===== config.mk =====
export PLATFORM = sky130hd
export DESIGN_NAME = cpu_duv_trace_buf
export DESIGN_NICKNAME = d
export VERILOG_FILES = /design/src/rtl/cpu_duv_trace_buf.sv
export SDC_FILE = /design/constraint.sdc
export NUM_CORES = 2
export LEC_CHECK = 0
export BUFFER_PORTS_ARGS = -buffer_cell sky130_fd_sc_hd__buf_2
export CORE_UTILIZATION = 40
export DETAILED_ROUTE_END_ITERATION = 7
export HOLD_SLACK_MARGIN = 0.15
export PLACE_DENSITY_LB_ADDON = 0.12
export SLEW_MARGIN = 0
export SYNTH_ARGS = -nofsm -noshare
export SYNTH_HDL_FRONTEND = slang
export SYNTH_SLANG_ARGS = --single-unit

===== constraint.sdc =====
create_clock -name i_clk -period 5.9 [get_ports i_clk]
set_clock_uncertainty 0.05 [all_clocks]
set_input_delay 1.77 -clock i_clk [delete_from_list [all_inputs] [get_ports i_clk]]
set_output_delay 1.77 -clock i_clk [all_outputs]
set_load 0.05 [all_outputs]

===== src/rtl/cpu_duv_trace_buf.sv =====
// Bus-trace capture buffer that sits beside the CPU inside the DUV top.
// Snoops CPU bus accesses, stamps each one with a cycle timestamp and queues
// it in a first-word-fall-through FIFO drained over a valid/ready handshake.
//
// state    | meaning
// ---------+--------------------------------------------------------------
// IDLE     | capture off, timestamp held at 0, FIFO can still be drained
// ARMED    | waiting for an access to i_trig_addr (mode 1 only)
// CAPTURE  | every strobe is pushed; mode 2 counts down its window
// DONE     | mode 2 window exhausted, strobes ignored until cap_en drops
module cpu_duv_trace_buf #(
   parameter int AW       = 16,
   parameter int DW       = 8,
   parameter int DEPTH    = 64,
   parameter int TSW      = 16,
   parameter int POST_CNT = 32
) (
   input  logic                       i_clk,
   input  logic                       i_b_rst,
   input  logic                       i_cap_en,
   input  logic [1:0]                 i_trig_mode,
   input  logic [AW-1:0]              i_trig_addr,
   input  logic                       i_cpu_strobe,
   input  logic [AW-1:0]              i_cpu_addr,
   input  logic [DW-1:0]              i_cpu_data,
   input  logic                       i_cpu_rw,
   output logic                       o_out_valid,
   input  logic                       i_out_ready,
   output logic [AW-1:0]              o_out_addr,
   output logic [DW-1:0]              o_out_data,
   output logic                       o_out_rw,
   output logic [TSW-1:0]             o_out_ts,
   output logic [$clog2(DEPTH+1)-1:0] o_count,
   output logic                       o_overflow,
   output logic [1:0]                 o_state
);

   localparam int PW = (DEPTH > 1) ? $clog2(DEPTH) : 1;
   localparam int CW = $clog2(DEPTH + 1);
   localparam int KW = $clog2(POST_CNT + 1);

   typedef enum logic [1:0] {
      ST_IDLE    = 2'd0,
      ST_ARMED   = 2'd1,
      ST_CAPTURE = 2'd2,
      ST_DONE    = 2'd3
   } state_t;

   state_t          r_state;
   logic            r_win_mode;
   logic [KW-1:0]   r_post_left;
   logic [TSW-1:0]  r_ts;
   logic            r_overflow;

   logic [AW-1:0]   r_mem_addr [DEPTH];
   logic [DW-1:0]   r_mem_data [DEPTH];
   logic            r_mem_rw   [DEPTH];
   logic [TSW-1:0]  r_mem_ts   [DEPTH];
   logic [PW-1:0]   r_wr_ptr;
   logic [PW-1:0]   r_rd_ptr;
   logic [CW-1:0]   r_count;

   logic            w_trig_hit;
   logic            w_push;
   logic            w_pop;
   logic            w_full;
   logic            w_empty;
   logic            w_wr;
   logic            w_drop;

   assign w_trig_hit = i_cpu_strobe && (i_cpu_addr == i_trig_addr);
   // cap_en low wins over capture: a strobe in the drop-to-IDLE cycle is lost.
   assign w_push     = i_cap_en &&
                       (((r_state == ST_CAPTURE) && i_cpu_strobe) ||
                        ((r_state == ST_ARMED) && w_trig_hit));
   assign w_full     = (r_count == CW'(DEPTH));
   assign w_empty    = (r_count == '0);
   // On an empty FIFO a same-cycle push cannot be popped; the head is not valid yet.
   assign w_pop      = !w_empty && i_out_ready;
   assign w_wr       = w_push && (!w_full || w_pop);
   assign w_drop     = w_push && w_full && !w_pop;

   assign o_out_valid = !w_empty;
   assign o_out_addr  = w_empty ? '0 : r_mem_addr[r_rd_ptr];
   assign o_out_data  = w_empty ? '0 : r_mem_data[r_rd_ptr];
   assign o_out_rw    = w_empty ? 1'b0 : r_mem_rw[r_rd_ptr];
   assign o_out_ts    = w_empty ? '0 : r_mem_ts[r_rd_ptr];
   assign o_count     = r_count;
   assign o_overflow  = r_overflow;
   assign o_state     = r_state;

   // Capture sequencing; trig_mode is latched only when leaving IDLE.
   always_ff @(posedge i_clk or negedge i_b_rst) begin
      if (!i_b_rst) begin
         r_state     <= ST_IDLE;
         r_win_mode  <= 1'b0;
         r_post_left <= '0;
      end else if (!i_cap_en) begin
         r_state     <= ST_IDLE;
      end else begin
         case (r_state)
            ST_IDLE: begin
               r_win_mode  <= (i_trig_mode == 2'd2);
               r_post_left <= KW'(POST_CNT);
               r_state     <= (i_trig_mode == 2'd1) ? ST_ARMED : ST_CAPTURE;
            end
            ST_ARMED: begin
               if (w_trig_hit) begin
                  r_state <= ST_CAPTURE;
               end
            end
            ST_CAPTURE: begin
               // Window counts strobes whether they were stored or dropped.
               if (r_win_mode && i_cpu_strobe) begin
                  r_post_left <= r_post_left - KW'(1);
                  if (r_post_left == KW'(1)) begin
                     r_state <= ST_DONE;
                  end
               end
            end
            default: begin
               r_state <= ST_DONE;
            end
         endcase
      end
   end

   // Free-running timestamp, held at zero whenever the next state is IDLE or we are in IDLE.
   always_ff @(posedge i_clk or negedge i_b_rst) begin
      if (!i_b_rst) begin
         r_ts <= '0;
      end else if (!i_cap_en || (r_state == ST_IDLE)) begin
         r_ts <= '0;
      end else begin
         r_ts <= r_ts + TSW'(1);
      end
   end

   // FIFO storage, pointers and occupancy.
   always_ff @(posedge i_clk or negedge i_b_rst) begin
      if (!i_b_rst) begin
         for (int i = 0; i < DEPTH; i++) begin
            r_mem_addr[i] <= '0;
            r_mem_data[i] <= '0;
            r_mem_rw[i]   <= 1'b0;
            r_mem_ts[i]   <= '0;
         end
         r_wr_ptr <= '0;
         r_rd_ptr <= '0;
         r_count  <= '0;
      end else begin
         if (w_wr) begin
            r_mem_addr[r_wr_ptr] <= i_cpu_addr;
            r_mem_data[r_wr_ptr] <= i_cpu_data;
            r_mem_rw[r_wr_ptr]   <= i_cpu_rw;
            r_mem_ts[r_wr_ptr]   <= r_ts;
            r_wr_ptr             <= r_wr_ptr + PW'(1);
         end
         if (w_pop) begin
            r_rd_ptr <= r_rd_ptr + PW'(1);
         end
         r_count <= r_count + CW'(w_wr) - CW'(w_pop);
      end
   end

   // Sticky overflow, cleared when a new capture session starts.
   always_ff @(posedge i_clk or negedge i_b_rst) begin
      if (!i_b_rst) begin
         r_overflow <= 1'b0;
      end else if (i_cap_en && (r_state == ST_IDLE)) begin
         r_overflow <= 1'b0;
      end else if (w_drop) begin
         r_overflow <= 1'b1;
      end
   end

endmodule


**After elaboration in Yosys (flattened, before gate mapping)**

Cells that the tools add are included.

- Register bits: 2669
- Output and inout bits: 52
- Word-level logic and storage cells: 348

- $add $sub $neg: 6
- Order comparisons: 3
- Equality and inequality tests: 11
- Multiplexer cells: 37
- Bitwise gates (word level): 2
- Reductions and logical operators: 25

Operator list:

| operator | count |
|---|---|
| bitwise mux 1024 bit | 2 |
| bitwise mux 512 bit | 1 |
| binary-select mux 16 bit (select 6 bit) | 2 |
| 2-to-1 mux 16 bit | 8 |
| demux 16 bit (select 6 bit) | 1 |
| bitwise mux 64 bit | 1 |
| binary-select mux 8 bit (select 6 bit) | 1 |
| demux 8 bit (select 6 bit) | 1 |
| 2-to-1 mux 8 bit | 4 |
| adder 16 x 1 -> 16 bit, second input constant | 1 |
| equality test 16 bit | 1 |
| greater-or-equal comparator 7 bit, second input constant | 2 |
| NOT 6 -> 7 bit | 2 |
| adder 6 x 1 -> 6 bit, second input constant | 2 |
| one-hot mux 6 bit (2 select lines) | 1 |
| logical AND 1 bit | 11 |
| 2-to-1 mux 2 bit | 5 |
| adder 7 x 1 -> 7 bit | 1 |
| equality test 7 bit, second input constant | 1 |
| zero test 7 bit | 1 |
| less-than comparator 7 x 1 -> 1 bit, second input constant | 1 |
| subtractor 7 x 1 -> 7 bit | 1 |
| binary-select mux 1 bit (select 6 bit) | 1 |
| demux 1 bit (select 6 bit) | 1 |
| 16 further kinds | 31 |

**Logic depth before layout (Yosys ltp)**

- Word-level depth: 9
- Mapped depth: 18
- Gate-level depth less buffers: 18

**Worst setup path after synthesis**

No wires, ideal clock.

- Kind: reg2out
- From: register r_count[2] (netlist: o_count[2])
- To: output o_out_addr[10]
- Arrival: 3418 ps
- Data required time: 4080 ps
- Setup slack: 662 ps
- Cell stages (with the launch flop): 11
- Path buffers: 2
- Cell sequence: dfrtp_1 inv_1 ha_1 nand4bb_1 nor2_1 inv_1 nand2_1 clkbuf_1 clkbuf_1 a211o_1 o21ai_0

- Word-level cells in the longest chain between the ends: 2

RTL lines:

| what | RTL line | source |
|---|---|---|
| start: declaration | 61 | `logic [CW-1:0] r_count;` |
| start signal: assignment | 162 | `r_count <= r_count + CW'(w_wr) - CW'(w_pop);` |
| zero test 7 bit | 77 | `assign w_empty = (r_count == '0);` |
| 2-to-1 mux 16 bit | 84 | `assign o_out_addr = w_empty ? '0 : r_mem_addr[r_rd_ptr];` |
| end: declaration | 29 | `output logic [AW-1:0] o_out_addr,` |

No other way between the ends.

**Worst setup path after layout**

- From: register r_rd_ptr[0]
- To: output o_out_rw

- Word-level cells in the longest chain between the ends: 5

RTL lines:

| what | RTL line | source |
|---|---|---|
| start: declaration | 60 | `logic [PW-1:0] r_rd_ptr;` |
| start signal: assignment | 160 | `r_rd_ptr <= r_rd_ptr + PW'(1);` |
| NOT 6 -> 7 bit (implied by the code) | 86 | `assign o_out_rw = w_empty ? 1'b0 : r_mem_rw[r_rd_ptr];` |
| binary-select mux 1 bit (select 6 bit) | 86 |  |
| 2-to-1 mux 1 bit (implied by the code) (2 in a row) | 86 |  |
| 2-to-1 mux 1 bit | 86 |  |
| end: declaration | 31 | `output logic o_out_rw,` |

No other way between the ends. The select of a mux whose other input is x is not followed.

==> results_dict.tcl <==
set metrics [dict create \
    start_util_pct 40.2 \
    finalSetupViolations 0 \
    synth.top_cells.by_area "sky130_fd_sc_hd__dfrtp_1, sky130_fd_sc_hd__mux2_2, sky130_fd_sc_hd__mux4_2, sky130_fd_sc_hd__mux2_1, sky130_fd_sc_hd__buf_2" \
    antenna_found_initial 16 \
    pre_cts_ws_ns 0.532 \
    yosysTopAreaCellShare_pct 54.9 \
    fin_nets 7594 \
    final.setup.tns_ns 0 \
    chipWidth_um 553 \
    pin_count 100 \
    power.density_cell_area_nw_per_um2 379 \
    timing.max_cap.violations 0 \
    cts_max_path_buffers 4 \
    regArea_um2 66800 \
    ys_seq_elements 2669 \
    worstSkewPairLatency_ns 0.92 \
    cts.sink_count 2669 \
    detailedRoute.firstPassIterationCount 5 \
    clock_tree.root_cell "sky130_fd_sc_hd__clkbuf_16" \
    grt_first_pass_wirelength_mm 571 \
    drt_drc_violations_left 0 \
    share_of_the_clock_period_used_by_the_worst_path_pct 98.7 \
    most_common_cell_type_on_the_critical_path "sky130_fd_sc_hd__buf_12" \
    syn-cell-area_um2 122000 \
    synth_sequential_area_ratio_pct 54.9 \
    timing.max_slew.rel_slack_pct 20.3 \
    critPathMaxStageDelay_ns 0.56 \
    hold_slack_ns 0.430 \
    startpoint "r_rd_ptr[0]" \
    worst_ep_required_time_ns 4.08 \
    dieHeight_um 553 \
    clk_pin_slew_worst_paths_ns 0.06 \
    hold_path_class "reg -> reg" \
    path_max_fanout 31 \
    setup_crit_end_kind "output pin" \
    finalPower_w 0.0528 \
    multi_input_logic_area_um2 51800 \
    site_row_count 202 \
    max_slew.worst_pin.slew_ns 1.20 \
    status "complete, no violations" \
    hold_violations 0 \
    fin_ws_ns 0.0785 \
    holdBufCountCts 0 \
    final-max-slew-violation-count 0 \
    globalRouteTotalUtil_pct 25.9 \
    first_global_vias 73521 \
    synth_ff_type "sky130_fd_sc_hd__dfrtp_1" \
    post_drt_via_cell_ratio 5.92 \
    numCtsBuffers 310 \
    detailed_place_hpwl_mm 231 \
    yosysTopAreaCell "sky130_fd_sc_hd__dfrtp_1" \
    pin_count_of_the_biggest_net_entering_global_routing 186 \
    crit_path_cell_trace "buf_12, buf_12, buf_12, mux4_2, mux4_2, nand2_1, o2111ai_1, buf_2" \
    drt-wirelength-per-cell_um 33.6 \
    maxClockFrequency_mhz 172 \
    port_buffers 99 \
    synth-async-reset-ratio_pct 100 \
    area.growth.synth_to_final_pct 14.6 \
    timing_worst_setup_path_type "reg -> out" \
    finalWorstPathRequiredPeriod_ns 5.82 \
    post_synth_edffs 0 \
    htree_num_levels 5 \
    grt.overflow.total 0 \
    drtAntennaViolNets 0 \
    critical_path.slowest_cell "sky130_fd_sc_hd__mux4_2" \
    synthDistinctLibCells 56 \
    syn-mean-instance-area_um2 16.1 \
    detailedRoute.firstIterationViolations 5094 \
    routed_wl_mm 395 \
    layout-drive-gt1-share_pct 51.2 \
    core-area_um2 303000 \
    synth_warnings 0 \
    vias 69678 \
    top_cells_by_count_synth "sky130_fd_sc_hd__dfrtp_1, sky130_fd_sc_hd__mux2_2, sky130_fd_sc_hd__mux4_2" \
    syn_inst 7553 \
    synthMostInstantiatedCell "sky130_fd_sc_hd__dfrtp_1" \
    rr_startpoint "o_count[2]" \
    design.die.area_um2 306000 \
    postSynthNetCount 7615 \
    min-delay-start "r_mem_data[361]" \
    clock_tree_from_tritoncts "done" \
    rsz0062_at_grt "false" \
    share_of_the_core_filled_with_cells_in_the_final_layout_pct 46.0 \
    cp-start-kind "flip-flop" \
    max-vdd-ir-drop_v 0.000318 \
    cp.arrival_ns 4.00 \
    p_leak_nw 67.2 \
    fillCellCount 26045 \
    place.gp.congestion 0.777 \
]
==> per-layer routing <==
metal / vias to the layer above / track usage, % / part of all wire [%]
li1: 28169 / - / -
met1: 39309 / 36.7 / 45
met2: 1679 / 41.9 / 48
met3: 519 / 3.20 / 4.5
met4: 2 / 7.14 / 2.8
met5: - / 0 / 0.0023
==> repair_timing <==
action,CTS,global route
endpoints found under the setup margin,41,9
resized for setup,26,5
cloned,1,1
setup buffers,8,8
pin swaps,0,1
==> registers in the layout (all words and copies together) (netlist names) <==
| name | cells |
|---|---|
| r_mem_addr | 1024 |
| r_mem_ts | 1024 |
| r_mem_data | 512 |
| r_mem_rw | 64 |
| r_ts | 16 |
| o_count | 7 |
| r_post_left | 6 |
| r_rd_ptr | 6 |
| r_wr_ptr | 6 |
| o_state | 2 |
| o_overflow | 1 |
| r_win_mode | 1 |
==> final cells by class <==
| type | instances | share of cell area (%) |
|---|---|---|
| Sequential cell | 2669 | 48.0 |
| Clock buffer | 461 | 6.61 |
| Antenna cell | 4 | 0.00719 |
| Timing Repair Buffer | 468 | 3.59 |
| Tap cell | 3978 | 3.57 |
| Clock inverter | 98 | 1.04 |
| Inverter | 18 | 0.0494 |
| Multi-Input combinational cell | 4065 | 37.2 |
==> worst max-delay path: cells and delay by family, from the launching register on <==
family / cells / cell delay, ns
muxes: 2 / 1.09
AOI/OAI and AO/OA: 1 / 0.41
and+or+nand+nor: 1 / 0.14
DFF: 1 / 0.47
buffers and inverters: 4 / 0.94
==> placed cells by master, fill, tap and decap left out, types with 21 or more instances in the layout <==
master	synthesis	final
sky130_fd_sc_hd__a21oi_1	26	26
sky130_fd_sc_hd__clkbuf_1	371	70
sky130_fd_sc_hd__clkinv_2	0	42
sky130_fd_sc_hd__a22oi_1	35	35
sky130_fd_sc_hd__nand3_4	0	46
sky130_fd_sc_hd__o21ai_0	36	33
sky130_fd_sc_hd__buf_12	0	118
sky130_fd_sc_hd__xnor2_1	34	34
sky130_fd_sc_hd__bufinv_16	0	28
sky130_fd_sc_hd__o22ai_1	43	43
sky130_fd_sc_hd__buf_2	323	70
sky130_fd_sc_hd__o21ai_1	19	21
sky130_fd_sc_hd__dfrtp_1	2669	2655
sky130_fd_sc_hd__buf_4	57	266
sky130_fd_sc_hd__nor2_1	53	42
sky130_fd_sc_hd__mux2_1	461	461
sky130_fd_sc_hd__clkbuf_8	0	75
sky130_fd_sc_hd__mux2i_1	97	97
sky130_fd_sc_hd__nand2_1	51	47
sky130_fd_sc_hd__clkbuf_16	0	317
sky130_fd_sc_hd__a211oi_1	35	33
sky130_fd_sc_hd__mux2_2	2183	2183
sky130_fd_sc_hd__mux4_2	727	727
==> path summary, 6_finish.rpt <==
path | slack [ns] | cells after the start | end
worst max-delay path | 0.08 | 8 | o_out_rw
worst min-delay path | 0.43 | 1 | r_mem_data[361]
worst max register to register | 2.22 | 11 | r_mem_ts[451]
worst min register to register | 0.43 | 1 | r_mem_data[361]
max in group asynchronous | 3.34 | 3 | r_mem_ts[594]
min in group asynchronous | 0.82 | 1 | r_mem_addr[7]
==> cells by family after synthesis <==
logic type | count (synthesis) | share of synthesized area (%)
flops | 2669 | 54.9
xor+xnor | 47 | 0.339
simple gates | 282 | 1.28
compound gates | 254 | 1.42
fa+ha+maj | 14 | 0.150
buf+inv | 819 | 3.12
mux | 3468 | 38.8
==> where the power goes <==
part           internal, W  switching (W)  leakage (nW)
Sequential          0.0190       0.000509          37.1
Combinational      0.00511        0.00812          24.9
Clock               0.0121        0.00800          5.23
Total               0.0362         0.0166          67.2
==> per-stage QoR <==
step                      instances  cell area [um^2]
after global placement        11180            128000
after CTS                     11748            139000
after global routing          11758            139000
after floorplan                7553            122000
final                         11761            139000
after detailed placement      11180            128000
No activity file was read; power rests on OpenSTA's default activity.
